$ cat config.mk
export PLATFORM = sky130hd
export DESIGN_NAME = tdm_demux4_flat
export DESIGN_NICKNAME = d
export VERILOG_FILES = /design/src/rtl/tdm_demux4_if.sv /design/src/rtl/tdm_demux4.sv /design/src/flat_wrapper.sv
export SDC_FILE = /design/constraint.sdc
export NUM_CORES = 1
export LEC_CHECK = 0
export BUFFER_PORTS_ARGS = -buffer_cell sky130_fd_sc_hd__buf_2
export CELL_PAD_IN_SITES_DETAIL_PLACEMENT = 2
export CELL_PAD_IN_SITES_GLOBAL_PLACEMENT = 2
export CORE_MARGIN = 1
export CORE_UTILIZATION = 26
export CTS_CLUSTER_SIZE = 40
export DETAILED_ROUTE_END_ITERATION = 7
export PLACE_DENSITY = 0.76
export SLEW_MARGIN = 20
export SYNTH_ARGS = -nofsm -noshare
export SYNTH_HDL_FRONTEND = slang
export SYNTH_SLANG_ARGS = --single-unit
export TNS_END_PERCENT = 10
$ cat constraint.sdc
create_clock -name clk_i -period 1.25 [get_ports clk_i]
set_clock_uncertainty 0.1 [all_clocks]
set_input_delay 0.125 -clock clk_i [delete_from_list [all_inputs] [get_ports clk_i]]
set_output_delay 0.125 -clock clk_i [all_outputs]
set_load 0.02 [all_outputs]
$ cat src/rtl/tdm_demux4_if.sv
// Link-side bundle for the 4-lane TDM demultiplexer: beat input plus assembled-word output.
// The master drives beats and observes the word; the slave is the demux itself.
interface tdm_demux4_if #(
    parameter int LANE_W = 1
);
    logic [LANE_W-1:0]   din;
    logic                din_valid;
    logic                frame_start;
    logic [4*LANE_W-1:0] dout;
    logic                dout_valid;
    logic [1:0]          slot;
    logic                synced;
    logic                align_err;
    logic                par_err;

    modport master (
        output din, din_valid, frame_start,
        input  dout, dout_valid, slot, synced, align_err, par_err
    );

    modport slave (
        input  din, din_valid, frame_start,
        output dout, dout_valid, slot, synced, align_err, par_err
    );
endinterface

$ cat src/rtl/tdm_demux4.sv
// Receive side of the 4-lane TDM link: routes beats to lane[slot] and emits whole words.
// Optional trailing even-parity beat per frame when TDM_DEMUX_PARITY_EN is defined.
module tdm_demux4 #(
    parameter int LANE_W = 1
) (
    input  logic          clk_i,
    input  logic          rst_ni,
    tdm_demux4_if.slave   bus
);
    typedef enum logic [1:0] {HUNT = 2'd0, RUN = 2'd1, PAR = 2'd2} state_e;

    state_e                    state_q, state_d;
    logic [1:0]                slot_q, slot_d;
    logic [3:0][LANE_W-1:0]    shadow_q, shadow_d;
    logic [4*LANE_W-1:0]       dout_q, dout_d;
    logic [4*LANE_W-1:0]       word;
    logic                      dv_q, dv_d;
    logic                      ae_q, ae_d;
`ifdef TDM_DEMUX_PARITY_EN
    logic                      pe_q, pe_d;
`endif

    always_ff @(posedge clk_i) begin
        if (!rst_ni) begin
            state_q  <= HUNT;
            slot_q   <= 2'd0;
            shadow_q <= '0;
            dout_q   <= '0;
            dv_q     <= 1'b0;
            ae_q     <= 1'b0;
`ifdef TDM_DEMUX_PARITY_EN
            pe_q     <= 1'b0;
`endif
        end else begin
            state_q  <= state_d;
            slot_q   <= slot_d;
            shadow_q <= shadow_d;
            dout_q   <= dout_d;
            dv_q     <= dv_d;
            ae_q     <= ae_d;
`ifdef TDM_DEMUX_PARITY_EN
            pe_q     <= pe_d;
`endif
        end
    end

    always_comb begin
        state_d  = state_q;
        slot_d   = slot_q;
        shadow_d = shadow_q;
        dout_d   = dout_q;
        dv_d     = 1'b0;
        ae_d     = 1'b0;
`ifdef TDM_DEMUX_PARITY_EN
        pe_d     = 1'b0;
        word     = shadow_q;
`else
        // Lane 3 goes straight to dout so the word completes on the slot-3 beat.
        word     = {bus.din, shadow_q[2:0]};
`endif
        if (bus.din_valid) begin
            case (state_q)
                HUNT: begin
                    if (bus.frame_start) begin
                        shadow_d[0] = bus.din;
                        slot_d      = 2'd1;
                        state_d     = RUN;
                    end
                end
                RUN: begin
                    if (bus.frame_start && slot_q != 2'd0) begin
                        ae_d        = 1'b1;
                        shadow_d[0] = bus.din;
                        slot_d      = 2'd1;
                    end else begin
                        shadow_d[slot_q] = bus.din;
                        if (slot_q == 2'd3) begin
`ifdef TDM_DEMUX_PARITY_EN
                            state_d = PAR;
`else
                            dout_d  = word;
                            dv_d    = 1'b1;
                            slot_d  = 2'd0;
`endif
                        end else begin
                            slot_d = slot_q + 2'd1;
                        end
                    end
                end
`ifdef TDM_DEMUX_PARITY_EN
                PAR: begin
                    if (bus.frame_start) begin
                        ae_d        = 1'b1;
                        shadow_d[0] = bus.din;
                        slot_d      = 2'd1;
                        state_d     = RUN;
                    end else if (bus.din[0] == ^word) begin
                        dout_d  = word;
                        dv_d    = 1'b1;
                        slot_d  = 2'd0;
                        state_d = RUN;
                    end else begin
                        pe_d    = 1'b1;
                        slot_d  = 2'd0;
                        state_d = HUNT;
                    end
                end
`endif
                default: begin
                    state_d = HUNT;
                    slot_d  = 2'd0;
                end
            endcase
        end
    end

    always_comb begin
        bus.dout       = dout_q;
        bus.dout_valid = dv_q;
        bus.slot       = slot_q;
        bus.synced     = (state_q != HUNT);
        bus.align_err  = ae_q;
`ifdef TDM_DEMUX_PARITY_EN
        bus.par_err    = pe_q;
`else
        bus.par_err    = 1'b0;
`endif
    end
endmodule

$ cat src/flat_wrapper.sv
// flat-port wrapper written by rule: the top's interface ports become plain ports
module tdm_demux4_flat 
#(
    parameter int LANE_W = 1
)
  (clk_i, rst_ni, bus_din, bus_din_valid, bus_frame_start, bus_dout, bus_dout_valid, bus_slot, bus_synced, bus_align_err, bus_par_err);
  tdm_demux4_if #(.LANE_W(LANE_W)) bus_i ();
  input  logic clk_i;
  input  logic rst_ni;
  input wire logic [$bits(bus_i.din)-1:0] bus_din;
  input wire logic [$bits(bus_i.din_valid)-1:0] bus_din_valid;
  input wire logic [$bits(bus_i.frame_start)-1:0] bus_frame_start;
  output wire logic [$bits(bus_i.dout)-1:0] bus_dout;
  output wire logic [$bits(bus_i.dout_valid)-1:0] bus_dout_valid;
  output wire logic [$bits(bus_i.slot)-1:0] bus_slot;
  output wire logic [$bits(bus_i.synced)-1:0] bus_synced;
  output wire logic [$bits(bus_i.align_err)-1:0] bus_align_err;
  output wire logic [$bits(bus_i.par_err)-1:0] bus_par_err;
  assign bus_i.din = bus_din;
  assign bus_i.din_valid = bus_din_valid;
  assign bus_i.frame_start = bus_frame_start;
  assign bus_dout = bus_i.dout;
  assign bus_dout_valid = bus_i.dout_valid;
  assign bus_slot = bus_i.slot;
  assign bus_synced = bus_i.synced;
  assign bus_align_err = bus_i.align_err;
  assign bus_par_err = bus_i.par_err;
  tdm_demux4 #(.LANE_W(LANE_W)) u_core (.clk_i(clk_i), .rst_ni(rst_ni), .bus(bus_i));
endmodule
==> metrics.yaml, run 1 <==
crit_path_max_fanout: 6
place_congestion: 0.759
synth_top_area_share: 0.447
drv_cap: 0
synthesis.area_um2: 538
seqPwrFrac: 0.531
die_y_um: 47.5
internal-power_mw: 0.547
path_clk_slew_ns: 0.08
pin_count: 15
drtPass1Iterations: 3
drc_errors: 0
maxSlewViolCount: 0
clk_latency_ns: 0.27
p_sw_mw: 0.195
cpLargestDelayFamily: "flip-flops"
coreArea_um2: 1960
dp_hpwl_um: 954
post-place-cells: 94
initial_core_util: 0.274
start_kind: "register"
layout_commonest_cell: "buf_2"
antenna_cells: 0
finalPower_mw: 0.742
portBuffers: 13
vdd_drop_max_uv: 436
cp.arrival_ns: 1.32
synthCells: 55
slowest_stage: "dfxtp_4"
fillers: 249
worstHoldPathType: "input pin to register"
combPwrFrac: 0.118
fin_crit_sh: 0.972
vias: 434
ant_nets: 0
synth_seq_area_share: 0.447
grt_overflow: 0
fin_nets: 81
worstPathRequired_ns: 1.35
synth_warnings: 0
synth.distinct_cells: 21
crit_type: "register to register"
powerDensity_nw_per_um2: 1080
syn_area_per_cell_um2: 9.78
ys_seq_elements: 12
multi_input_area_um2: 284
grt_pass1_vias: 439
switching_share: 0.263
clock-sinks: 12
cts_tree: "done"
root_buffer: "clkbuf_4"
num_rows: 16
syn2layout_area_growth_pct: 27.4
rsz0062_at_grt: "yes"
crit_chain: "inv_2, ha_4, nand2b_4, nand3_1, mux2i_1"
cts_setup_buffers: 0
drive_above_1_share: 0.380
path_buf_inv: 1
cts_made_buffers: 3
p_leak_nw: 0.347
wl_per_cell_um: 13.0
status: "finished, final reports clean"
synthesis.nets: 64
fmax_mhz: 823
regArea_um2: 248
htreeDepth: 1
wirelength_um: 1270
grt_antenna_before_repair: 0
via_per_inst: 4.43
yosysTopAreaCell: "dfxtp_1"
drtIter0Drc: 5
cp_slowest_stage_delay_ns: 0.35
layout.cells.non_filler: 98
clockBufferDepth: 2
grt_first_pass_wirelength_um: 1950
clkPwrFrac: 0.351
final_cell_mix: "13 x buf_2, 10 x nand2_1, 10 x dfxtp_1"
die_w_um: 47.5
finalCriticalPeriod_ns: 1.22
grt_max_degree: 11
critPathCaptureType: "register"
die_area_um2: 2260
setup_violations: 0
hold_violations: 0
grt_usage: 0.133
synthTopCellsByArea: "dfxtp_1 45%, mux2i_1 13%, ha_1 9.3%, nand2_1 7.0%, nand3_4 3.3%"
ctsHoldBuffers: 0
## per-stage QoR
| step | cell area, um2 | setup TNS [ns] | setup slack [ns] | util | hold slack (ns) |
|---|---|---|---|---|---|
| 3_5_place_dp | 641 | -0.0401 | -0.0143 | 0.327 | 0.319 |
| 4_1_cts | 679 | 0 | 0.00977 | 0.346 | 0.0284 |
| 3_3_place_gp | 641 | 0 | 0.00760 | 0.327 | 0.316 |
| 6_report | 686 | 0 | 0.0350 | 0.349 | 0.0293 |
| 5_1_grt | 686 | -0.0906 | -0.0299 | 0.349 | 0.0349 |
| 2_1_floorplan | 551 | 0 | 0.00600 | - | 0.166 |
## registers in the layout, indices dropped and copies added, names as in the netlist
register,count
u_core.bus.dout,4
u_core.shadow_q,3
u_core.bus.slot,2
u_core.bus.align_err,1
u_core.bus.dout_valid,1
u_core.state_q,1
## worst register-to-register path: cells and delay by family, from the launching register on
family                     cells  cell delay (ns)
DFF                            1             0.35
and+or+nand+nor                2             0.28
adders and majority gates      1             0.16
muxes                          1             0.19
buffers and inverters          1             0.05
## layout make-up
type                       count  share of cell area
clock buffer                   4              0.0383
inverter                       3              0.0201
tap                           27              0.0493
multi-input combinational     37               0.414
sequential                    12               0.361
timing repair buffer          15               0.117
## power groups by stage
stage | registers [mW] | clock network (mW) | logic (mW)
final | 0.394 | 0.260 | 0.0876
after global routing | 0.395 | 0.288 | 0.0972
after CTS | 0.393 | 0.271 | 0.0865
after detailed placement | 0.402 | 0 | 0.0814
after global placement | 0.402 | 0 | 0.0804
after floorplan | 0.411 | 0 | 0.0474
## synth_stat cells
cell      instances
dfxtp_1          12
nand2_1          10
mux2i_1           7
ha_1              4
inv_1             3
nor2_1            3
nand3_1           2
a21o_1            1
a21oi_1           1
a32oi_1           1
and2_1            1
and3_1            1
buf_2             1
buf_4             1
buf_6             1
conb_1            1
nand2b_2          1
nand3_4           1
nor3b_1           1
o211ai_1          1
o21ai_0           1
## cell families (layout without fill, tap and decap cells)
family | count (synthesis) | after routing | share of synthesized area
DFF | 12 | 12 | 0.447
buffers and inverters | 6 | 22 | 0.0651
adders and majority gates | 4 | 4 | 0.0930
AOI/OAI and AO/OA | 5 | 5 | 0.0628
other | 1 | 1 | 0.00697
muxes | 7 | 7 | 0.130
and+or+nand+nor | 20 | 20 | 0.195
## per-layer routing
layer,track usage,share of wire
met1,0.151,0.44
met2,0.219,0.54
met3,0.0453,0.025
met4,0.0686,0
met5,0,0
## final timing paths
kind,startpoint,end,slack [ns],depth (start not counted)
worst max-delay path,u_core.bus.slot[1],u_core.shadow_q[1],0.03,5
worst max register to register,u_core.bus.slot[1],u_core.shadow_q[1],0.03,5
worst min-delay path,bus_din_valid,u_core.state_q[0],0.03,3
worst min register to register,u_core.bus.dout[1],u_core.bus.dout[1],0.36,2
## timing repair
action,CTS,global route
pin swaps,0,2
endpoints found under the setup margin,8,6
resized for setup,3,3
Power figures use the tool's default switching activity.
==> run 2: changes to the inputs <==
- ABC_AREA: not set -> 1
- CORE_UTILIZATION: 26 -> 24
- CTS_CLUSTER_DIAMETER: not set -> 40
- clock period: 1.25 -> 1.1 ns (I/O delays scaled with it)
==> metrics.yaml, run 2 <==
status: "finished with violations"
failed_checks: "setup timing"
hold_violations: 0
drive_above_1_share: 0.360
grt_pass1_vias: 687
worst_slack_ns: -0.138
grt_overflow: 0
vdd_drop_max_uv: 444
crit_path_max_fanout: 11
rsz0062_at_grt: "yes"
ant_nets: 0
initial_core_util: 0.254
cts_tree: "done"
drc_errors: 0
synthCells: 90
finalCriticalPeriod_ns: 1.24
path_clk_slew_ns: 0.08
htreeDepth: 1
synth.distinct_cells: 17
switching_share: 0.292
maxSlewViolCount: 0
hp-start: "bus_din_valid"
wl_per_cell_um: 13.3
place_congestion: 0.714
clockBufferDepth: 2
drtIter0Drc: 1
p_leak_nw: 0.429
syn_area_per_cell_um2: 6.99
powerDensity_nw_per_um2: 1040
die_y_um: 53.2
via_per_inst: 4.32
synth-edff-count: 0
critPathCaptureType: "register"
largest_reg_flops: 4
p_sw_mw: 0.268
root_buffer: "clkbuf_4"
grt_usage: 0.168
portBuffers: 13
wirelength_um: 1870
antenna_cells: 0
synth_common_cells: "19 x inv_1, 16 x nand2_1, 15 x nor2_1"
synth_top_flop_cell: "dfxtp_1"
finish.utilization: 0.356
num_rows: 18
final_cell_mix: "16 x inv_1, 15 x nand2_1, 14 x nor2_1"
layout_commonest_cell: "inv_1"
synthesis.area_um2: 629
placed_cell_area_um2: 810
fillers: 303
die_area_um2: 2830
clock-sinks: 12
dp_hpwl_um: 1480
start_kind: "register"
yosysTopAreaCell: "dfxtp_1"
seqPwrFrac: 0.494
fmax_mhz: 808
vias: 609
die_w_um: 53.2
tns_ns: -1.04
cts_setup_buffers: 0
yosysMostFrequentCell: "inv_1"
dp_slack_ns: -0.172
grt_antenna_before_repair: 0
drv_cap: 0
cp.arrival_ns: 1.35
synth_warnings: 0
ctsHoldBuffers: 0
synthesis.nets: 99
synth_top_area_share: 0.382
fin_crit_sh: 1.13
r2r_start: "u_core.bus.slot[1]"
synthTopCellsByArea: "dfxtp_1 38%, inv_1 11%, nand2_1 9.5%, nor2_1 8.9%, ha_1 8.0%"
async_flop_share: 0
coreArea_um2: 2480
clkPwrFrac: 0.323
worstPathRequired_ns: 1.22
pin_count: 15
clk_latency_ns: 0.28
fin_nets: 121
syn2layout_area_growth_pct: 40.2
ys_seq_elements: 12
worstHoldPathType: "input pin to register"
final_area_um2: 882
cts_made_buffers: 3
crit_type: "register to register"
startpoint: "u_core.bus.slot[1]"
grt_first_pass_wirelength_um: 3280
combPwrFrac: 0.183
drtPass1Iterations: 2
grt_max_degree: 12
setup_violations: 12
internal-power_mw: 0.649
synth_seq_area_share: 0.382
[run 2: per-stage QoR]
stage               hold WS (ns)  std cells  total power, mW
floorplan                  0.151         90            0.549
global placement           0.283        137            0.601
detailed placement         0.309        137            0.610
CTS                      0.00784        141            0.923
global route             0.00485        141            0.971
finish                   0.00714        141            0.917
[run 2: power groups by stage]
stage	combinational, mW	clock, mW	sequential (mW)
2_1_floorplan	0.0782	0	0.471
3_3_place_gp	0.141	0	0.460
3_5_place_dp	0.148	0	0.462
4_1_cts	0.166	0.304	0.453
5_1_grt	0.188	0.329	0.455
6_report	0.168	0.296	0.453
[run 2: area by class of cell]
cell class / instances / area, um2 / share of cell area
flip-flops and latches: 12 / 249 / 0.282
clock inverters: 1 / 3.75 / 0.00426
well taps: 30 / 37.5 / 0.0426
repair buffers: 21 / 173 / 0.196
inverters: 20 / 82.6 / 0.0936
clock buffers: 3 / 22.5 / 0.0255
multi-input cells: 54 / 314 / 0.356
[run 2: cell families (layout without fill, tap and decap cells)]
logic type,after synthesis,in the layout,share of synthesized area
DFF,12,12,0.382
adders and majority gates,4,4,0.0795
AOI/OAI and AO/OA,5,5,0.0398
other,1,1,0.00596
and+or+nand+nor,44,44,0.318
buffers and inverters,24,45,0.175
[run 2: repair_timing]
item	CTS	global route
endpoints found under the setup margin	14	14
cloned	0	0
pin swaps	5	3
gates resized for setup	12	2
[run 2: critical path, stage by stage, from the launching register on]
cell and delay, ns:
dfxtp_4 0.37, inv_4 0.04, ha_4 0.16, inv_4 0.05, nand2_4 0.06, buf_12 0.14
nand4_1 0.10, nand2_1 0.06, nor2_1 0.09
[run 2: final timing paths]
path                          endpoint  slack [ns]  depth (start not counted)
setup / recovery    u_core.bus.dout[3]       -0.14                          8
hold / removal    u_core.bus.align_err       0.007                          3
setup reg to reg    u_core.bus.dout[3]       -0.14                          8
hold reg to reg   u_core.bus.align_err        0.39                          2
[run 2: metal layers]
layer  up-vias  track usage  wire (um)
met5         -            0          0
met4         0       0.0789         35
met3         4       0.0374         49
met2        10        0.288        994
met1       283        0.194        790
li1        312            -          -
==> run 3: changes to the inputs <==
- ABC_AREA: 1 -> not set
- CORE_MARGIN: 1 -> not set
- CORE_UTILIZATION: 24 -> 26
- REMOVE_ABC_BUFFERS: not set -> 1
==> metrics.yaml, run 3 (same netlist as run 1, synthesis figures left out) <==
worstHoldPathType: "input pin to register"
grt_antenna_before_repair: 0
fmax_mhz: 814
cts_made_buffers: 3
place_congestion: 0.725
crit_type: "register to register"
cts_tree: "done"
powerDensity_nw_per_um2: 1270
status: "finished with violations"
combPwrFrac: 0.128
fillers: 254
layout.cells.non_filler: 101
p_sw_mw: 0.232
drc_errors: 0
grt_overflow: 0
largest_reg_flops: 4
maxSlewViolCount: 0
dp_hpwl_um: 980
wl_per_cell_um: 13.3
post-place-cells: 97
wirelength_um: 1350
p_leak_nw: 0.370
grt_max_degree: 11
switching_share: 0.249
drv_cap: 0
grt_pass1_vias: 429
num_rows: 16
via_per_inst: 4.39
worst_slack_ns: -0.128
pin_count: 15
hold_violations: 0
clkPwrFrac: 0.389
fin_crit_sh: 1.12
portBuffers: 13
final_cell_mix: "10 x nand2_1, 10 x buf_2, 9 x dfxtp_1"
grt_first_pass_wirelength_um: 1960
die_w_um: 47.5
clockBufferDepth: 2
worstPathRequired_ns: 1.22
die_area_um2: 2260
syn2layout_area_growth_pct: 36.5
seqPwrFrac: 0.483
path_clk_slew_ns: 0.08
clk_latency_ns: 0.28
drtIter0Drc: 1
drtPass1Iterations: 2
crit_path_max_fanout: 4
failed_checks: "setup timing"
finalCriticalPeriod_ns: 1.23
die_y_um: 47.5
whs_ns: 0.00805
fin_nets: 84
setup_violations: 10
ant_nets: 0
start_kind: "register"
multi_input_area_um2: 284
grt_usage: 0.136
rsz0062_at_grt: "yes"
cp.arrival_ns: 1.35
critPathCaptureType: "register"
vdd_drop_max_uv: 507
clock-sinks: 12
tns_ns: -0.829
drive_above_1_share: 0.432
ctsHoldBuffers: 0
internal-power_mw: 0.700
antenna_cells: 0
vias: 443
initial_core_util: 0.274
regArea_um2: 244
coreArea_um2: 1960
htreeDepth: 1
root_buffer: "clkbuf_4"
## run 3: path summary, 6_finish.rpt
path	from	to	slack [ns]	cells after the start
worst max-delay path	u_core.bus.slot[0]	u_core.bus.slot[0]	-0.13	4
worst min-delay path	bus_din_valid	u_core.state_q[0]	0.008	3
worst max register to register	u_core.bus.slot[0]	u_core.bus.slot[0]	-0.13	4
worst min register to register	u_core.bus.dout[2]	u_core.bus.dout[2]	0.36	2
## run 3: what timing repair did
action / in CTS / in global routing
endpoints found under the setup margin: 14 / 13
setup buffers: 0 / 0
gates resized for setup: 13 / 4
pin swaps: 6 / 1
## run 3: final cells by class
cell class                 count  share of cell area
multi-input combinational     37               0.387
sequential                    12               0.332
timing repair buffer          18               0.170
clock buffer                   4              0.0494
tap                           27              0.0460
inverter                       3              0.0153
## run 3: critical path, stage by stage (launching register included)
cell,delay (ns)
dfxtp_2,0.33
buf_4,0.15
ha_2,0.20
o211ai_1,0.21
and3_1,0.18
## run 3: routing by layer
metal	part of all wire	vias to the layer above	track usage
met2	0.52	9	0.211
met5	0	-	0
met1	0.43	216	0.160
met4	0.014	0	0.103
met3	0.028	2	0.0340
li1	-	216	-
## run 3: stage by stage
stage	instance area [um2]	total power [mW]	util	setup WS, ns
6_report	734	0.933	0.374	-0.128
4_1_cts	723	0.946	0.369	-0.126
3_5_place_dp	651	0.558	0.332	-0.274
3_3_place_gp	651	0.553	0.332	-0.191
5_1_grt	734	0.987	0.374	-0.168
2_1_floorplan	514	0.508	-	-0.388
## run 3: power groups by stage
stage               logic, mW  clock network [mW]  registers (mW)
detailed placement     0.0999                   0           0.458
global route            0.130               0.405           0.452
CTS                     0.116               0.381           0.449
global placement       0.0957                   0           0.457
floorplan              0.0403                   0           0.468
finish                  0.120               0.363           0.450
